$ cat src/rtl/mem_access_stage_pkg.sv
`default_nettype none
// ============================================================================
// Module   : mem_access_stage_pkg
// Brief    : MemOp encodings, FSM state codes and byte-enable constants
//            shared by the MEM stage and its alignment unit.
// Revision : 1.0 - initial release
// ============================================================================
package mem_access_stage_pkg;

    localparam logic [2:0] MEMOP_W  = 3'b000;
    localparam logic [2:0] MEMOP_HS = 3'b001;
    localparam logic [2:0] MEMOP_BS = 3'b010;
    localparam logic [2:0] MEMOP_HU = 3'b101;
    localparam logic [2:0] MEMOP_BU = 3'b110;

    localparam logic [0:0] ST_IDLE = 1'b0;
    localparam logic [0:0] ST_WAIT = 1'b1;

    localparam logic [3:0] BE_BYTE    = 4'b0001;
    localparam logic [3:0] BE_HALF_LO = 4'b0011;
    localparam logic [3:0] BE_HALF_HI = 4'b1100;
    localparam logic [3:0] BE_WORD    = 4'b1111;

    // Codes outside the defined set fall through to word accesses.
    function automatic logic is_half(input logic [2:0] op);
        return (op == MEMOP_HS) || (op == MEMOP_HU);
    endfunction

    function automatic logic is_byte(input logic [2:0] op);
        return (op == MEMOP_BS) || (op == MEMOP_BU);
    endfunction

endpackage
`default_nettype wire

$ cat src/rtl/mem_align.sv
`default_nettype none
// ============================================================================
// Module   : mem_align
// Brief    : Combinational store lane replication / byte enables and load
//            lane select with sign or zero extension.
// Revision : 1.0 - initial release
// ============================================================================
module mem_align
    import mem_access_stage_pkg::*;
(
    input  logic [2:0]  i_memop,
    input  logic [1:0]  i_addr_lo,
    input  logic        i_is_store,
    input  logic [31:0] i_store_data,
    input  logic [31:0] i_load_raw,
    output logic [3:0]  o_be,
    output logic [31:0] o_store_lanes,
    output logic [31:0] o_load_data
);

    logic [7:0]  w_byte;
    logic [15:0] w_half;
    logic        w_unsigned;

    always_comb begin
        o_be          = BE_WORD;
        o_store_lanes = i_store_data;
        if (i_is_store) begin
            if (is_byte(i_memop)) begin
                o_be          = BE_BYTE << i_addr_lo;
                o_store_lanes = {4{i_store_data[7:0]}};
            end else if (is_half(i_memop)) begin
                o_be          = i_addr_lo[1] ? BE_HALF_HI : BE_HALF_LO;
                o_store_lanes = {2{i_store_data[15:0]}};
            end
        end
    end

    assign w_byte     = i_load_raw[{i_addr_lo, 3'b000} +: 8];
    assign w_half     = i_load_raw[{i_addr_lo[1], 4'b0000} +: 16];
    assign w_unsigned = (i_memop == MEMOP_BU) || (i_memop == MEMOP_HU);

    always_comb begin
        o_load_data = i_load_raw;
        if (is_byte(i_memop)) begin
            o_load_data = w_unsigned ? {24'd0, w_byte} : {{24{w_byte[7]}}, w_byte};
        end else if (is_half(i_memop)) begin
            o_load_data = w_unsigned ? {16'd0, w_half} : {{16{w_half[15]}}, w_half};
        end
    end

endmodule
`default_nettype wire

$ cat src/rtl/mem_access_stage.sv
`default_nettype none
// ============================================================================
// Module   : mem_access_stage
// Brief    : RISC-V MEM stage: req/ready data-memory access with wait-state
//            stall, timeout abort and MEM/WB register.
// Revision : 1.0 - initial release
// ============================================================================
module mem_access_stage
    import mem_access_stage_pkg::*;
#(
    parameter int TIMEOUT_CYCLES = 15
)(
    input  logic        clk,
    input  logic        reset,
    input  logic [2:0]  MemOp_in,
    input  logic        MemRead_in,
    input  logic        MemWrite_in,
    input  logic [31:0] ALUResult_in,
    input  logic [31:0] ReadData2_in,
    input  logic [4:0]  rd_in,
    input  logic        RegWrite_in,
    input  logic        MemtoReg_in,
    output logic        dmem_req,
    output logic        dmem_we,
    output logic [31:0] dmem_addr,
    output logic [3:0]  dmem_be,
    output logic [31:0] dmem_wdata,
    input  logic [31:0] dmem_rdata,
    input  logic        dmem_ready,
    output logic        stall_mem,
    output logic [4:0]  rd_MEM_WB_out,
    output logic        RegWrite_MEM_WB_out,
    output logic [31:0] WriteData_MEM_WB_out,
    output logic        misalign_MEM_WB_out,
    output logic        buserr_MEM_WB_out
);

    localparam int               CNT_W     = $clog2(TIMEOUT_CYCLES + 2);
    localparam logic [CNT_W-1:0] C_TIMEOUT = CNT_W'(TIMEOUT_CYCLES);
    localparam logic [CNT_W-1:0] C_ONE     = CNT_W'(1);

    logic [0:0]       r_state, w_state_nxt;
    logic [CNT_W-1:0] r_cnt, w_cnt_nxt;
    logic [2:0]       r_memop;
    logic [31:0]      r_addr, r_sdata;
    logic [4:0]       r_rd;
    logic             r_we, r_regwrite, r_memtoreg;

    logic             w_access, w_misaligned, w_issue, w_waiting, w_timeout, w_complete;
    logic [2:0]       w_cur_memop;
    logic [31:0]      w_cur_addr, w_cur_sdata, w_load_data;
    logic [4:0]       w_cur_rd;
    logic             w_cur_we, w_cur_regwrite, w_cur_memtoreg;

    assign w_access     = MemRead_in | MemWrite_in;
    assign w_misaligned = is_half(MemOp_in) ? ALUResult_in[0]
                        : (!is_byte(MemOp_in) && (ALUResult_in[1:0] != 2'b00));
    assign w_waiting    = (r_state == ST_WAIT);
    assign w_issue      = (r_state == ST_IDLE) & w_access & ~w_misaligned;
    assign w_timeout    = w_waiting & ~dmem_ready & (TIMEOUT_CYCLES != 0) & (r_cnt == C_TIMEOUT);

    // While waiting the bus sees only the latched request, whatever upstream holds.
    assign w_cur_memop    = w_waiting ? r_memop    : MemOp_in;
    assign w_cur_addr     = w_waiting ? r_addr     : ALUResult_in;
    assign w_cur_sdata    = w_waiting ? r_sdata    : ReadData2_in;
    assign w_cur_we       = w_waiting ? r_we       : MemWrite_in;
    assign w_cur_rd       = w_waiting ? r_rd       : rd_in;
    assign w_cur_regwrite = w_waiting ? r_regwrite : (RegWrite_in & ~MemWrite_in);
    assign w_cur_memtoreg = w_waiting ? r_memtoreg : MemtoReg_in;

    assign dmem_req   = w_issue | w_waiting;
    assign dmem_we    = dmem_req & w_cur_we;
    assign dmem_addr  = {w_cur_addr[31:2], 2'b00};
    assign w_complete = dmem_req & dmem_ready;
    // The abort cycle releases the pipeline so the faulting op retires.
    assign stall_mem  = dmem_req & ~dmem_ready & ~w_timeout;

    mem_align u_align (
        .i_memop       (w_cur_memop),
        .i_addr_lo     (w_cur_addr[1:0]),
        .i_is_store    (w_cur_we),
        .i_store_data  (w_cur_sdata),
        .i_load_raw    (dmem_rdata),
        .o_be          (dmem_be),
        .o_store_lanes (dmem_wdata),
        .o_load_data   (w_load_data)
    );

    always_comb begin
        w_state_nxt = r_state;
        w_cnt_nxt   = r_cnt;
        case (r_state)
            ST_IDLE: begin
                if (w_issue && !dmem_ready) begin
                    w_state_nxt = ST_WAIT;
                    w_cnt_nxt   = C_ONE;
                end
            end
            ST_WAIT: begin
                if (dmem_ready || w_timeout) begin
                    w_state_nxt = ST_IDLE;
                    w_cnt_nxt   = '0;
                end else if (r_cnt != '1) begin
                    w_cnt_nxt = r_cnt + C_ONE;
                end
            end
            default: begin
                w_state_nxt = ST_IDLE;
                w_cnt_nxt   = '0;
            end
        endcase
    end

    always_ff @(posedge clk) begin
        if (reset) begin
            r_state    <= ST_IDLE;
            r_cnt      <= '0;
            r_memop    <= MEMOP_W;
            r_addr     <= '0;
            r_sdata    <= '0;
            r_rd       <= '0;
            r_we       <= 1'b0;
            r_regwrite <= 1'b0;
            r_memtoreg <= 1'b0;
        end else begin
            r_state <= w_state_nxt;
            r_cnt   <= w_cnt_nxt;
            if (w_issue) begin
                r_memop    <= MemOp_in;
                r_addr     <= ALUResult_in;
                r_sdata    <= ReadData2_in;
                r_rd       <= rd_in;
                r_we       <= MemWrite_in;
                r_regwrite <= RegWrite_in & ~MemWrite_in;
                r_memtoreg <= MemtoReg_in;
            end
        end
    end

    always_ff @(posedge clk) begin
        if (reset) begin
            rd_MEM_WB_out        <= '0;
            RegWrite_MEM_WB_out  <= 1'b0;
            WriteData_MEM_WB_out <= '0;
            misalign_MEM_WB_out  <= 1'b0;
            buserr_MEM_WB_out    <= 1'b0;
        end else if (w_timeout) begin
            rd_MEM_WB_out        <= r_rd;
            RegWrite_MEM_WB_out  <= 1'b0;
            WriteData_MEM_WB_out <= r_addr;
            misalign_MEM_WB_out  <= 1'b0;
            buserr_MEM_WB_out    <= 1'b1;
        end else if (stall_mem) begin
            rd_MEM_WB_out        <= '0;
            RegWrite_MEM_WB_out  <= 1'b0;
            WriteData_MEM_WB_out <= '0;
            misalign_MEM_WB_out  <= 1'b0;
            buserr_MEM_WB_out    <= 1'b0;
        end else if (w_complete) begin
            rd_MEM_WB_out        <= w_cur_rd;
            RegWrite_MEM_WB_out  <= w_cur_regwrite;
            WriteData_MEM_WB_out <= w_cur_memtoreg ? w_load_data : w_cur_addr;
            misalign_MEM_WB_out  <= 1'b0;
            buserr_MEM_WB_out    <= 1'b0;
        end else if (w_access && w_misaligned) begin
            rd_MEM_WB_out        <= rd_in;
            RegWrite_MEM_WB_out  <= 1'b0;
            WriteData_MEM_WB_out <= ALUResult_in;
            misalign_MEM_WB_out  <= 1'b1;
            buserr_MEM_WB_out    <= 1'b0;
        end else begin
            rd_MEM_WB_out        <= rd_in;
            RegWrite_MEM_WB_out  <= RegWrite_in;
            WriteData_MEM_WB_out <= ALUResult_in;
            misalign_MEM_WB_out  <= 1'b0;
            buserr_MEM_WB_out    <= 1'b0;
        end
    end

endmodule
`default_nettype wire

$ cat config.mk
export PLATFORM = sky130hd
export DESIGN_NAME = mem_access_stage
export DESIGN_NICKNAME = d
export VERILOG_FILES = /design/src/rtl/mem_access_stage_pkg.sv /design/src/rtl/mem_align.sv /design/src/rtl/mem_access_stage.sv
export SDC_FILE = /design/constraint.sdc
export NUM_CORES = 1
export LEC_CHECK = 0
export ABC_AREA = 1
export CAP_MARGIN = 20
export CORE_UTILIZATION = 25
export CTS_CLUSTER_DIAMETER = 50
export DETAILED_ROUTE_END_ITERATION = 7
export GPL_TIMING_DRIVEN = 0
export PLACE_DENSITY = 0.58
export REMOVE_ABC_BUFFERS = 1
export SLEW_MARGIN = 25
export SYNTH_ARGS = -nofsm -noshare
export SYNTH_HDL_FRONTEND = slang
export SYNTH_HIERARCHICAL = 1
export SYNTH_SLANG_ARGS = --single-unit
$ cat constraint.sdc
create_clock -name clk -period 6.3 [get_ports clk]
set_input_delay 1.89 -clock clk [delete_from_list [all_inputs] [get_ports clk]]
set_output_delay 1.89 -clock clk [all_outputs]
set_load 0.01 [all_outputs]
==> results.md, run 1 <==
- Min cycle time layout: 6.176 ns
- Largest net degree at the start of global routing: 110
- Simple-Gate Fraction of Synth Area: 0.2748
- WL/cell: 15.16 µm
- Fmax: 0.1619 GHz
- M3 GR Usage: 0.04919
- Die X: 178.7 µm
- Die H: 178.7 µm
- Max H-tree Level: 4
- GRT overflow: 0
- Crit-path max cell delay: 0.56 ns
- Flops & latches, synth: 121
- Post-Synth Adder-Cell Area: 0.004807
- Setup WS post-layout: 0.1241 ns
- Non-filler cells, final: 1827
- Core Area: 30670 µm²
- Pre-CTS WS: -1.467 ns
- Clock latency at the later pin of the worst-skew pair: 0.43 ns
- Worst hold margin: 0.4447 ns
- Largest family of logic cells by synthesized area: simple AND/OR/NAND/NOR gates
- Final setup TNS: 0 ns
- Post-Place Cell Area: 9978 µm²
- Mean Syn Cell Area: 6.086 µm²
- Final instance area: 10630 µm²
- CTS sink count: 121
- CP Capture Type: primary output
- Hold WC Path Type: flip-flop to flip-flop
- Power per Cell Area: 240.4 nW/µm²
- Multiplexer area fraction after synthesis: 0
- Root Buffer: clkbuf_16
- Global-route wire length before repair: 41.83 mm
- CP Max Fanout: 22
- Drt drc: 0
- I/O Pins: 222
- Critical path launch point type: input port
- Crit-path slowest cell: clkdlybuf4s50_1
- Peak VDD IR: 0.1830 mV
- Lkg Pwr: 0.004653 µW
- Vias: 8448
- Worst slew margin: 0.4040
- Synth Area in Compound Gates: 0.2162
- Slew Limit Fails: 0
- Antenna viol nets, final: 0
- Post-Route WL: 27.70 mm
- CP cell instances: clkdlybuf4s50_1 -> inv_1 -> o21ai_4 -> nand2_8 -> nand2_8 -> nand2_8 -> inv_4 -> nor2_1 -> nor2_1 -> clkdlybuf4s50_1
- Slew @ Worst Pin: 0.8912 ns
- Fin nets: 1528
- DR vias/cell: 4.624
- Row cnt: 64
- Max-capacitance violation count: 0
- Xor/xnor share of the synthesized area: 0.001122
- TritonCTS Buffers: 17
- M2 GR Usage: 0.2797
- Synthesis-to-layout area growth: 36.18%
- Synth unique cells: 34
- Period utilisation layout: 0.9803
- CP Data Required Time: 4.41 ns
- Worst-path clk slew: 0.06 ns
- Initial core utilization: 0.2546
- I/O Buffers: 219
- Final setup fails: 0
- Starting DRT DRC Count: 554
- Most common cell after layout, fill and taps aside: nand2_1
- Detailed placement HPWL: 18.79 mm
- Placed Cells: 1787
- Share of layout cells above drive strength 1: 0.05466
- CP arrival: 4.29 ns
- Register area share after synthesis: 0.3102
- Yosys warning count: 6
- Top Usage Layer GRT: met2
- Unrepaired setup endpoints after global routing: no
- Syn Inst Count: 1283
- Vias in the first global route: 7593
- Hold Fails Final Rpt: 0
- Top cell by count, worst path: nand2_8
- Initial antenna violation count: 4
- Most frequent cells in the layout: nand2_1, clkdlybuf4s50_1, inv_1
- Status: completed
- Post-CTS Hold Fix Bufs: 0
- Gpl congestion: 0.7865
- Worst Clk Skew: 0.009345 ns
- WS Path Type: input port to primary output
- TritonCTS clock tree: done
- Pre-antenna DRT Iters: 5
- M1 GR Usage: 0.2109
- Area of the mapped netlist: 7809 µm²
- GRT Resource Usage Total: 0.1724
- Die ar.: 31950 µm²
- CTS max path bufs: 2
timing repair:
item / in CTS / in global routing
endpoints found under the hold margin: 0 / 0
buffers inserted: 0 / 3
resized for setup: 13 / 2
cloned: 0 / 1
setup endpoints to repair: 28 / 17
pin swaps: 0 / 3
area by class of cell:
cell class | count | area, µm²
diodes | 4 | 10.01
clock buffers | 23 | 457.9
clock inverters | 9 | 75.07
fillers | 3284 | 20040
inverters | 206 | 783.3
multi-input cells | 838 | 3978
flip-flops and latches | 121 | 2426
well taps | 396 | 495.5
repair buffers | 230 | 2409
where the power goes:
group / leakage [µW] / switching [µW] / internal [µW]
Clock: 0.000261 / 371 / 547
Combinational: 0.00339 / 429 / 336
Sequential: 0.00100 / 29.0 / 844
Total: 0.00465 / 829 / 1730
worst paths after layout:
| kind | cells past startpoint | to | startpoint | slack [ns] |
|---|---|---|---|---|
| max | 10 | dmem_wdata[25] | MemOp_in[1] | 0.12 |
| min | 2 | r_we | r_we | 0.44 |
| max reg2reg | 14 | WriteData_MEM_WB_out[27] | r_state | 2.71 |
| min reg2reg | 2 | r_we | r_we | 0.44 |
state kept, by name, indices dropped and copies added (netlist names):
register / flops
r_memtoreg: 1
r_cnt: 5
r_sdata: 32
r_rd: 5
r_regwrite: 1
RegWrite_MEM_WB_out: 1
r_state: 1
buserr_MEM_WB_out: 1
r_we: 1
r_addr: 32
misalign_MEM_WB_out: 1
r_memop: 3
WriteData_MEM_WB_out: 32
rd_MEM_WB_out: 5
synth_stat cells, drive strengths merged:
library cell | n | share of area
nor2 | 88 | 0.046
or2 | 3 | 0.0024
a21oi | 96 | 0.062
dfxtp | 121 | 0.31
nand2 | 285 | 0.14
ha | 3 | 0.0048
conb | 1 | 0.00048
o211ai | 2 | 0.0019
nand3 | 111 | 0.076
a21boi | 1 | 0.00096
o22ai | 4 | 0.0032
o21ai | 227 | 0.15
nor3b | 1 | 0.0016
xnor2 | 1 | 0.0011
nor3 | 1 | 0.00064
buf | 100 | 0.083
nand4 | 11 | 0.0088
a211oi | 1 | 0.0016
inv | 206 | 0.099
clkbuf | 20 | 0.0099
critical path, delay by kind of cell:
kind,cells,cell delay (ns)
AO/OA/AOI/OAI,1,0.28
AND/OR/NAND/NOR,5,0.75
buffers and inverters,4,1.36
cells by family (layout without fill, tap and decap cells):
kind of cell | Yosys count | after routing
other cells | 1 | 6
simple gates | 500 | 500
buf+inv | 326 | 468
compound gates | 331 | 332
xor+xnor | 1 | 1
fa+ha+maj | 3 | 3
flops | 121 | 121
layer usage:
metal | vias up | routed length, µm
li1 | 4308 | -
met1 | 3796 | 11910
met2 | 303 | 12820
met3 | 41 | 2146
met4 | 0 | 833
met5 | - | 0
stage by stage:
stage / power, µW / util
after floorplan: 1263 / -
after global placement: 1614 / 0.3187
after detailed placement: 1641 / 0.3254
after CTS: 2589 / 0.3446
after global routing: 2713 / 0.3465
final: 2557 / 0.3467
Note: power is estimated with default switching activity, not from simulation.
==> inputs of run 2 (changes only) <==
Settings changed: CORE_UTILIZATION 25 to 53, GPL_ROUTABILITY_DRIVEN set to 0, PLACE_DENSITY 0.58 to 0.95.
==> results.md, run 2 (synthesis gave the netlist of run 1 again) <==
- Fin nets: 1525 (-0.20%)
- Clock latency at the later pin of the worst-skew pair: 0.42 ns (about the same)
- WP buf/inv: 4 (unchanged)
- WL/cell: 15.41 µm (+1.6%)
- Most common cell after layout, fill and taps aside: nand2_1
- CP Max Fanout: 22 (unchanged)
- Initial antenna violation count: 0 (-4)
- Row cnt: 43 (-33%)
- GRT overflow: 0 (unchanged)
- I/O Pins: 222 (unchanged)
- Post-Route WL: 24.72 mm (-11%)
- Root Buffer: clkbuf_16
- Period utilisation layout: 0.9801 (about the same)
- Vias in the first global route: 8185 (+7.8%)
- Final setup fails: 0 (unchanged)
- Hold WC Path Type: flip-flop to flip-flop
- Placed Cells: 1569 (-12%)
- Global-route wire length before repair: 38.54 mm (-7.9%)
- RR Startpoint: r_state
- Min cycle time layout: 6.175 ns (-0.001042 ns)
- I/O Buffers: 219 (unchanged)
- Critical path launch point type: input port
- TritonCTS clock tree: done
- Vias: 8789 (+4.0%)
- Worst Clk Skew: 0.006692 ns (-0.002653 ns)
- Post-CTS Hold Fix Bufs: 0 (unchanged)
- Die H: 123.4 µm (-31%)
- Worst slew margin: 0.3019 (-0.1022)
- Crit-path max cell delay: 0.56 ns (about the same)
- Delay-heaviest family, CP: buffers and inverters
- Hold path start: r_we
- Fill count: 1129 (-66%)
- Max-capacitance violation count: 0 (unchanged)
- Non-filler cells, final: 1604 (-12%)
- Starting DRT DRC Count: 685 (+24%)
- Max H-tree Level: 4 (unchanged)
- Peak VDD IR: 0.1853 mV (+1.3%)
- CTS max path bufs: 2 (unchanged)
- Core Util, Final: 0.7295 (+0.3828)
- Regs by FF count: WriteData_MEM_WB_out: 32 flops, r_addr: 32 flops, r_sdata: 32 flops
- Largest net degree at the start of global routing: 110 (unchanged)
- Fmax: 0.1619 GHz (about the same)
- CP Data Required Time: 4.41 ns (about the same)
- Power per Cell Area: 254.6 nW/µm² (+5.9%)
- Die X: 123.4 µm (-31%)
- Post-Place Cell Area: 9635 µm² (-3.4%)
- WS Path Type: input port to primary output
- Synthesis-to-layout area growth: 32.19%
- Most frequent cells in the layout: nand2_1, clkdlybuf4s50_1, inv_1
- Crit-path slowest cell: clkdlybuf4s50_1
- Die ar.: 15220 µm² (-52%)
- CP Capture Type: primary output
- Slew @ Worst Pin: 1.047 ns (+0.1560 ns)
- Status: completed
- Pre-antenna DRT Iters: 5 (unchanged)
- TritonCTS Buffers: 17 (unchanged)
- Worst-path clk slew: 0.06 ns (about the same)
- CP arrival: 4.28 ns (about the same)
- CP cell instances: clkdlybuf4s50_1 -> inv_1 -> o21ai_4 -> nand2_8 -> nand2_8 -> nand2_4 -> inv_4 -> nor2_1 -> nor2_1 -> clkdlybuf4s50_1
- Lkg Pwr: 0.004649 µW (about the same)
- Unrepaired setup endpoints after global routing: no
- Core Area: 14150 µm² (-54%)
- DR vias/cell: 5.479 (+19%)
- Final instance area: 10320 µm² (-2.9%)
- Antenna viol nets, final: 0 (unchanged)
- Share of layout cells above drive strength 1: 0.05618 (+0.001520)
- CTS sink count: 121 (unchanged)
- Hold Fails Final Rpt: 0 (unchanged)
- Detailed placement HPWL: 15.91 mm (-15%)
- GRT Resource Usage Total: 0.3246 (+0.1523)
- Initial core utilization: 0.5519 (+0.2973)
- Slew Limit Fails: 0 (unchanged)
- CP Launch Point: MemOp_in[1]
- ANT cells: 0 (-4)
- Drt drc: 0 (unchanged)
==> run 2: layer usage <==
| layer | track usage | part of all wire | wire length, µm |
|---|---|---|---|
| met1 | 0.3759 | 0.38 | 9503 |
| met2 | 0.5398 | 0.48 | 11880 |
| met3 | 0.08164 | 0.092 | 2269 |
| met4 | 0.1920 | 0.043 | 1066 |
| met5 | 0 | 0 | 0 |
==> run 2: final cells by class <==
cell class,count,area (µm²),share of cell area
inverter,206,780.7,0.07564
multi-input combinational,838,3963,0.3839
clock buffer,17,425.4,0.04121
tap,180,225.2,0.02182
timing repair buffer,227,2326,0.2253
clock inverter,15,176.4,0.01709
sequential,121,2426,0.2350
==> run 2: worst paths after layout <==
path                                    to  slack, ns  cells after the start
setup / recovery            dmem_wdata[26]       0.13                     10
hold / removal                        r_we       0.45                      2
setup reg to reg  WriteData_MEM_WB_out[30]       2.19                     13
hold reg to reg                       r_we       0.45                      2
==> run 2: power breakdown <==
group | internal (µW) | total [µW] | switching (µW) | leakage [µW]
registers | 844 | 882 | 38.3 | 0.00100
logic | 328 | 741 | 414 | 0.00336
clock network | 622 | 1000 | 382 | 0.000289
total | 1790 | 2630 | 834 | 0.00465
==> run 2: tightest hold or removal path, delay by kind of cell (launching register included) <==
family | cells | cell delay (ns)
flip-flops | 1 | 0.31
buffers and inverters | 1 | 0.05
AO/OA/AOI/OAI | 1 | 0.05
==> run 2: timing repair <==
item	in CTS	in global routing
pin swaps	0	2
gates resized for setup	10	4
buffers inserted	0	2
cloned	0	1
endpoints found under the setup margin	28	17
==> run 2: stage by stage <==
step / power (µW) / setup slack (ns) / TNS [ns] / hold slack, ns
after floorplan: 1263 / 0.2206 / 0 / 0.4258
after global placement: 1576 / -2.082 / -34.93 / 0.4322
after detailed placement: 1608 / -1.130 / -23.27 / 0.4347
after CTS: 2619 / 0.01473 / 0 / 0.4445
after global routing: 2752 / 0.01928 / 0 / 0.4556
final: 2628 / 0.1251 / 0 / 0.4457
